`config.mk`:
```
export PLATFORM = sky130hd
export DESIGN_NAME = ioport_unit
export DESIGN_NICKNAME = d
export VERILOG_FILES = /design/src/rtl/ioport_unit.sv
export SDC_FILE = /design/constraint.sdc
export NUM_CORES = 1
export LEC_CHECK = 0
export ABC_CLOCK_PERIOD_IN_PS = 6100
export CAP_MARGIN = 20
export CORE_UTILIZATION = 45
export DETAILED_ROUTE_END_ITERATION = 8
export HOLD_SLACK_MARGIN = 0.02
export PLACE_DENSITY = 0.74
export SLEW_MARGIN = 25
export SYNTH_ARGS = -nofsm -noshare
export SYNTH_HDL_FRONTEND = slang
export SYNTH_SLANG_ARGS = --single-unit
```
`constraint.sdc`:
```
create_clock -name clk -period 6.1 [get_ports clk]
set_clock_uncertainty 0.2 [all_clocks]
set_input_delay 0.915 -clock clk [delete_from_list [all_inputs] [get_ports clk]]
set_output_delay 0.915 -clock clk [all_outputs]
set_load 0.1 [all_outputs]
```
`src/rtl/ioport_unit.sv`:
```
// ioport_unit: memory-mapped I/O responder (0x2000-0x200C) with two output registers, a debounced input port and sticky rising-edge flags.
// Define IOPORT_IRQ_EN to add the registered irq output (irq = |flags, one cycle late).
module ioport_unit #(
  parameter int NIN             = 8,
  parameter int DEBOUNCE_CYCLES = 50000
) (
  input  logic            clk,
  input  logic            reset,
  input  logic [3:0]      ioport_we,
  input  logic [1:0]      ioport_rd_sel,
  input  logic [31:0]     wd,
  output logic [31:0]     rd,
  output logic [31:0]     out0,
  output logic [31:0]     out1,
  input  logic [NIN-1:0]  in_raw
`ifdef IOPORT_IRQ_EN
  ,
  output logic            irq
`endif
);

  localparam int CW = (DEBOUNCE_CYCLES > 1) ? $clog2(DEBOUNCE_CYCLES) : 1;
  localparam logic [CW-1:0] TICK_LAST = CW'(DEBOUNCE_CYCLES - 1);

  logic [NIN-1:0] sync1, sync2;
  logic [NIN-1:0] samp, deb, deb_prev, flags;
  logic [NIN-1:0] stable, rise, flags_clr;
  logic [CW-1:0]  tick_cnt;
  logic           tick;
  logic [31:0]    deb_ext, flags_ext;
  logic           port2_we_unused;

  // Port 2 is read-only; its write strobe is intentionally dropped.
  assign port2_we_unused = ioport_we[2];

  assign tick      = (tick_cnt == TICK_LAST);
  assign stable    = ~(sync2 ^ samp);
  assign rise      = deb & ~deb_prev;
  assign flags_clr = ioport_we[3] ? wd[NIN-1:0] : '0;

  always_ff @(posedge clk) begin
    if (reset) begin
      out0 <= '0;
      out1 <= '0;
    end else begin
      if (ioport_we[0]) out0 <= wd;
      if (ioport_we[1]) out1 <= wd;
    end
  end

  always_ff @(posedge clk) begin
    if (reset) begin
      sync1 <= '0;
      sync2 <= '0;
    end else begin
      sync1 <= in_raw;
      sync2 <= sync1;
    end
  end

  always_ff @(posedge clk) begin
    if (reset) begin
      tick_cnt <= '0;
    end else if (tick) begin
      tick_cnt <= '0;
    end else begin
      tick_cnt <= tick_cnt + CW'(1);
    end
  end

  // A bit only reaches deb once it has read the same at two consecutive ticks.
  always_ff @(posedge clk) begin
    if (reset) begin
      samp <= '0;
      deb  <= '0;
    end else if (tick) begin
      samp <= sync2;
      deb  <= (stable & sync2) | (~stable & deb);
    end
  end

  // Rise is OR'd in after the clear so a simultaneous set wins.
  always_ff @(posedge clk) begin
    if (reset) begin
      deb_prev <= '0;
      flags    <= '0;
    end else begin
      deb_prev <= deb;
      flags    <= (flags & ~flags_clr) | rise;
    end
  end

`ifdef IOPORT_IRQ_EN
  always_ff @(posedge clk) begin
    if (reset) begin
      irq <= 1'b0;
    end else begin
      irq <= |flags;
    end
  end
`endif

  always_comb begin
    deb_ext              = '0;
    flags_ext            = '0;
    deb_ext[NIN-1:0]     = deb;
    flags_ext[NIN-1:0]   = flags;
    rd                   = '0;
    case (ioport_rd_sel)
      2'd0:    rd = out0;
      2'd1:    rd = out1;
      2'd2:    rd = deb_ext;
      default: rd = flags_ext;
    endcase
  end

endmodule
```
==> summary.md <==
| Metric | Value |
|---|---|
| Status | `completed` |
| Clk_lat worst skew | `400 ps` |
| Dpl cells | `759` |
| Setup Fix Bufs, Post-CTS | `0` |
| Dominant cell type by area after synthesis | `dfxtp_1` |
| Hold path start | `sync1[4]$_SDFF_PP0_` |
| DR iter-0 viols | `a little under 200` |
| Number of diodes | `0` |
| Hold WC Path Type | `flop to flop` |
| Top cells by area, synth | `dfxtp_1, mux2i_1, nor2_1, nor2b_1, mux4_2` |
| RSZ-0062 raised after global routing | `no` |
| Final ANT Viol Nets | `0` |
| Layout area overhead | `40.3%` |
| Mapped Cells | `510` |
| Vias per inst | `5.08` |
| Setup TNS | `0 ps` |
| Vias | `4016` |
| Clk buf depth | `2` |
| Final Hold Vio Count | `0` |
| Leakage | `2.96 nW` |
| Crit-path max FO | `25` |
| IO Count | `144` |
| Remaining global-route overflow | `0` |
| Global-route wire length before repair | `about 19 mm` |
| Req. time, crit path | `~5000 ps` |
| Die width | `108 um` |
| Hold path depth | `1` |
| TritonCTS buffer count | `17` |
| Synthesized area per cell | `approximately 10 sq um` |
| Worst slew margin | `28.7%` |
| Chip height | `108 um` |
| Netlist cell types | `28` |
| Fill cells | `902` |
| Synth top area share | `50.2%` |
| Register share of total power | `between 30% and 40%` |
| Initial antenna violation count | `0` |
| Post-DP HPWL | `7.90 mm` |
| Net Count, Synth | `559` |
| Critical path capture point type | `primary output` |
| Sw frac | `29.0%` |
| Final setup vio count | `0` |
| Period utilisation layout | `72.7%` |
| Combinational power share | `19.4%` |
| FMAX | `225 MHz` |
| Power Dens Cells | `329 nW/um^2` |
| Reg2Reg Depth | `4` |
| PostCTS Resize Cnt | `0` |
| Pint | `about 1.7 mW` |
| Wire length per cell | `15.1 um` |
| Sequential area share after synthesis | `50.2%` |
| Worst Max-Slew Pin Slew | `1070 ps` |
| Core area | `~11000 sq um` |
| Crit Reg-Reg Endpoint | `tick_cnt[14]$_SDFF_PP0_` |
| Peak supply drop | `approximately 180 uV` |
| Gr usage total | `20.5%` |
| Yosys reg bits | `128` |
| CTS tree | `done` |
| Critical path arrival | `3320 ps` |
| Slew Limit Fails | `0` |
| Synth Cell Area | `5100 sq um` |
| Synth warn | `0` |
| RD Place Congestion | `0.787` |
| Clock power share | `42.7%` |
| CTS H-tree lvls | `4` |
| Flop2flop setup slack | `3680 ps` |
| Fin nets | `689` |
| CTS Root Cell | `clkbuf_16` |
| Most frequent cells in the layout | `clkdlybuf4s50_1, dfxtp_1, nor2_1` |
| Max-Cap Viols | `0` |
| Drt pass-1 iters | `5` |
| Largest net degree at the start of global routing | `71` |
| Share of layout cells above drive strength 1 | `approximately 8.0%` |
| Number of global-route vias before repair | `3812` |
| CTS clk-pin slew, worst paths | `50 ps` |
| Switch Pwr | `0.684 mW` |
| WHS Endpoint | `sync2[4]$_SDFF_PP0_` |
| Minimum clock period | `4440 ps` |
| Leading cell type in the layout, fill and taps excluded | `clkdlybuf4s50_1` |
| CTS sink cnt | `128` |
| Row Count | `38` |
| Total length of routed wires | `~12 mm` |
| Worst flop-to-flop path startpoint | `tick_cnt[11]$_SDFF_PP0_` |
| Initial Utilization | `between 40% and 50%` |
| Die area | `11800 sq um` |
| CP Class | `input pin to primary output` |
| Port buffer count | `about 140` |
| # DRC | `0` |
| Layout Cells excl Fill | `roughly 790` |
| Startpoint class of the critical path | `input pin` |
| Hold_buf cts | `0` |
-- power groups by stage --
stage / clock network [mW] / registers, mW / logic [mW]
2_1_floorplan: 0 / 1.08 / 0.161
3_3_place_gp: 0 / 0.907 / 0.452
3_5_place_dp: 0 / 0.908 / 0.456
4_1_cts: 1.03 / 0.891 / 0.458
5_1_grt: 1.07 / 0.895 / 0.475
6_report: 1.01 / 0.892 / 0.458
-- kinds of logic after synthesis --
kind of cell / after synthesis / synth area share [%]
fa+ha+maj: 1 / 0.245
flops: 128 / 50.2
simple gates: 202 / 18.9
buf+inv: 37 / 3.31
compound gates: 24 / 2.55
mux: 104 / 22.4
xor+xnor: 14 / 2.40
-- critical path, stage by stage --
cell	delay, ps
clkdlybuf4s50_1	670
buf_4	380
nor2_1	190
clkdlybuf4s50_1	1150
-- registers in the layout, indices dropped and copies added (netlist names), named ones only --
name / flops
deb_prev: 8
sync2: 8
samp: 8
flags: 8
out0: 32
sync1: 8
tick_cnt: 16
out1: 32
-- worst max path at each step --
| stage | startpoint | endpoint | slack [ps] | depth (start not counted) |
|---|---|---|---|---|
| final | ioport_rd_sel[1] | rd[19] | 1660 | 4 |
| after global routing | ioport_rd_sel[1] | rd[28] | 1600 | 4 |
| after CTS | ioport_rd_sel[1] | rd[19] | 1620 | 4 |
| after detailed placement | ioport_rd_sel[1] | rd[19] | 1630 | 4 |
| after global placement | ioport_rd_sel[1] | rd[19] | 1630 | 4 |
| after floorplan | ioport_rd_sel[0] | rd[10] | 1750 | 5 |
-- synthesized netlist by cell type --
cell / n
dfxtp_1: 128
nor2_1: 119
mux2i_1: 96
nor2b_1: 33
clkbuf_1: 22
nand3_1: 12
xor2_1: 12
nand2_1: 10
a21oi_1: 8
a31oi_1: 8
mux4_2: 8
nand2b_1: 8
o21ai_0: 8
buf_1: 7
nand4_1: 7
and3_1: 3
and4_1: 3
buf_2: 3
buf_6: 3
and2_1: 2
or4bb_1: 2
xnor2_1: 2
buf_4: 1
ha_1: 1
inv_1: 1
nor4_4: 1
or2_1: 1
or4b_4: 1
-- layout make-up --
cell class / instances / area [sq um] / share of cell area [%]
sequential: 128 / 2560 / 35.8
multi-input combinational: 345 / 2370 / 33.1
timing repair buffer: 147 / 1450 / 20.3
clock buffer: 24 / 492 / 6.87
tap: 140 / 175 / 2.45
clock inverter: 6 / 105 / 1.47
inverter: 1 / 3.75 / 0.0524
-- metal layers --
layer	part of all wire, %	GRT usage [%]
met3	6.3	5.73
met1	43	24.8
met4	2.0	8.78
met5	0	0
met2	48	34.1
-- stage by stage --
| step | hold slack [ps] | setup slack, ps | power, mW | area, sq um | utilization (%) |
|---|---|---|---|---|---|
| after CTS | 235 | 1620 | 2.37 | 7120 | 65.1 |
| after global placement | 225 | 1630 | 1.36 | 6530 | 59.7 |
| final | 231 | 1660 | 2.36 | 7160 | 65.5 |
| after floorplan | 214 | 1750 | 1.24 | 5100 | - |
| after detailed placement | 223 | 1630 | 1.36 | 6530 | 59.7 |
| after global routing | 251 | 1600 | 2.44 | 7160 | 65.5 |
(Power assumes the default switching activity.)
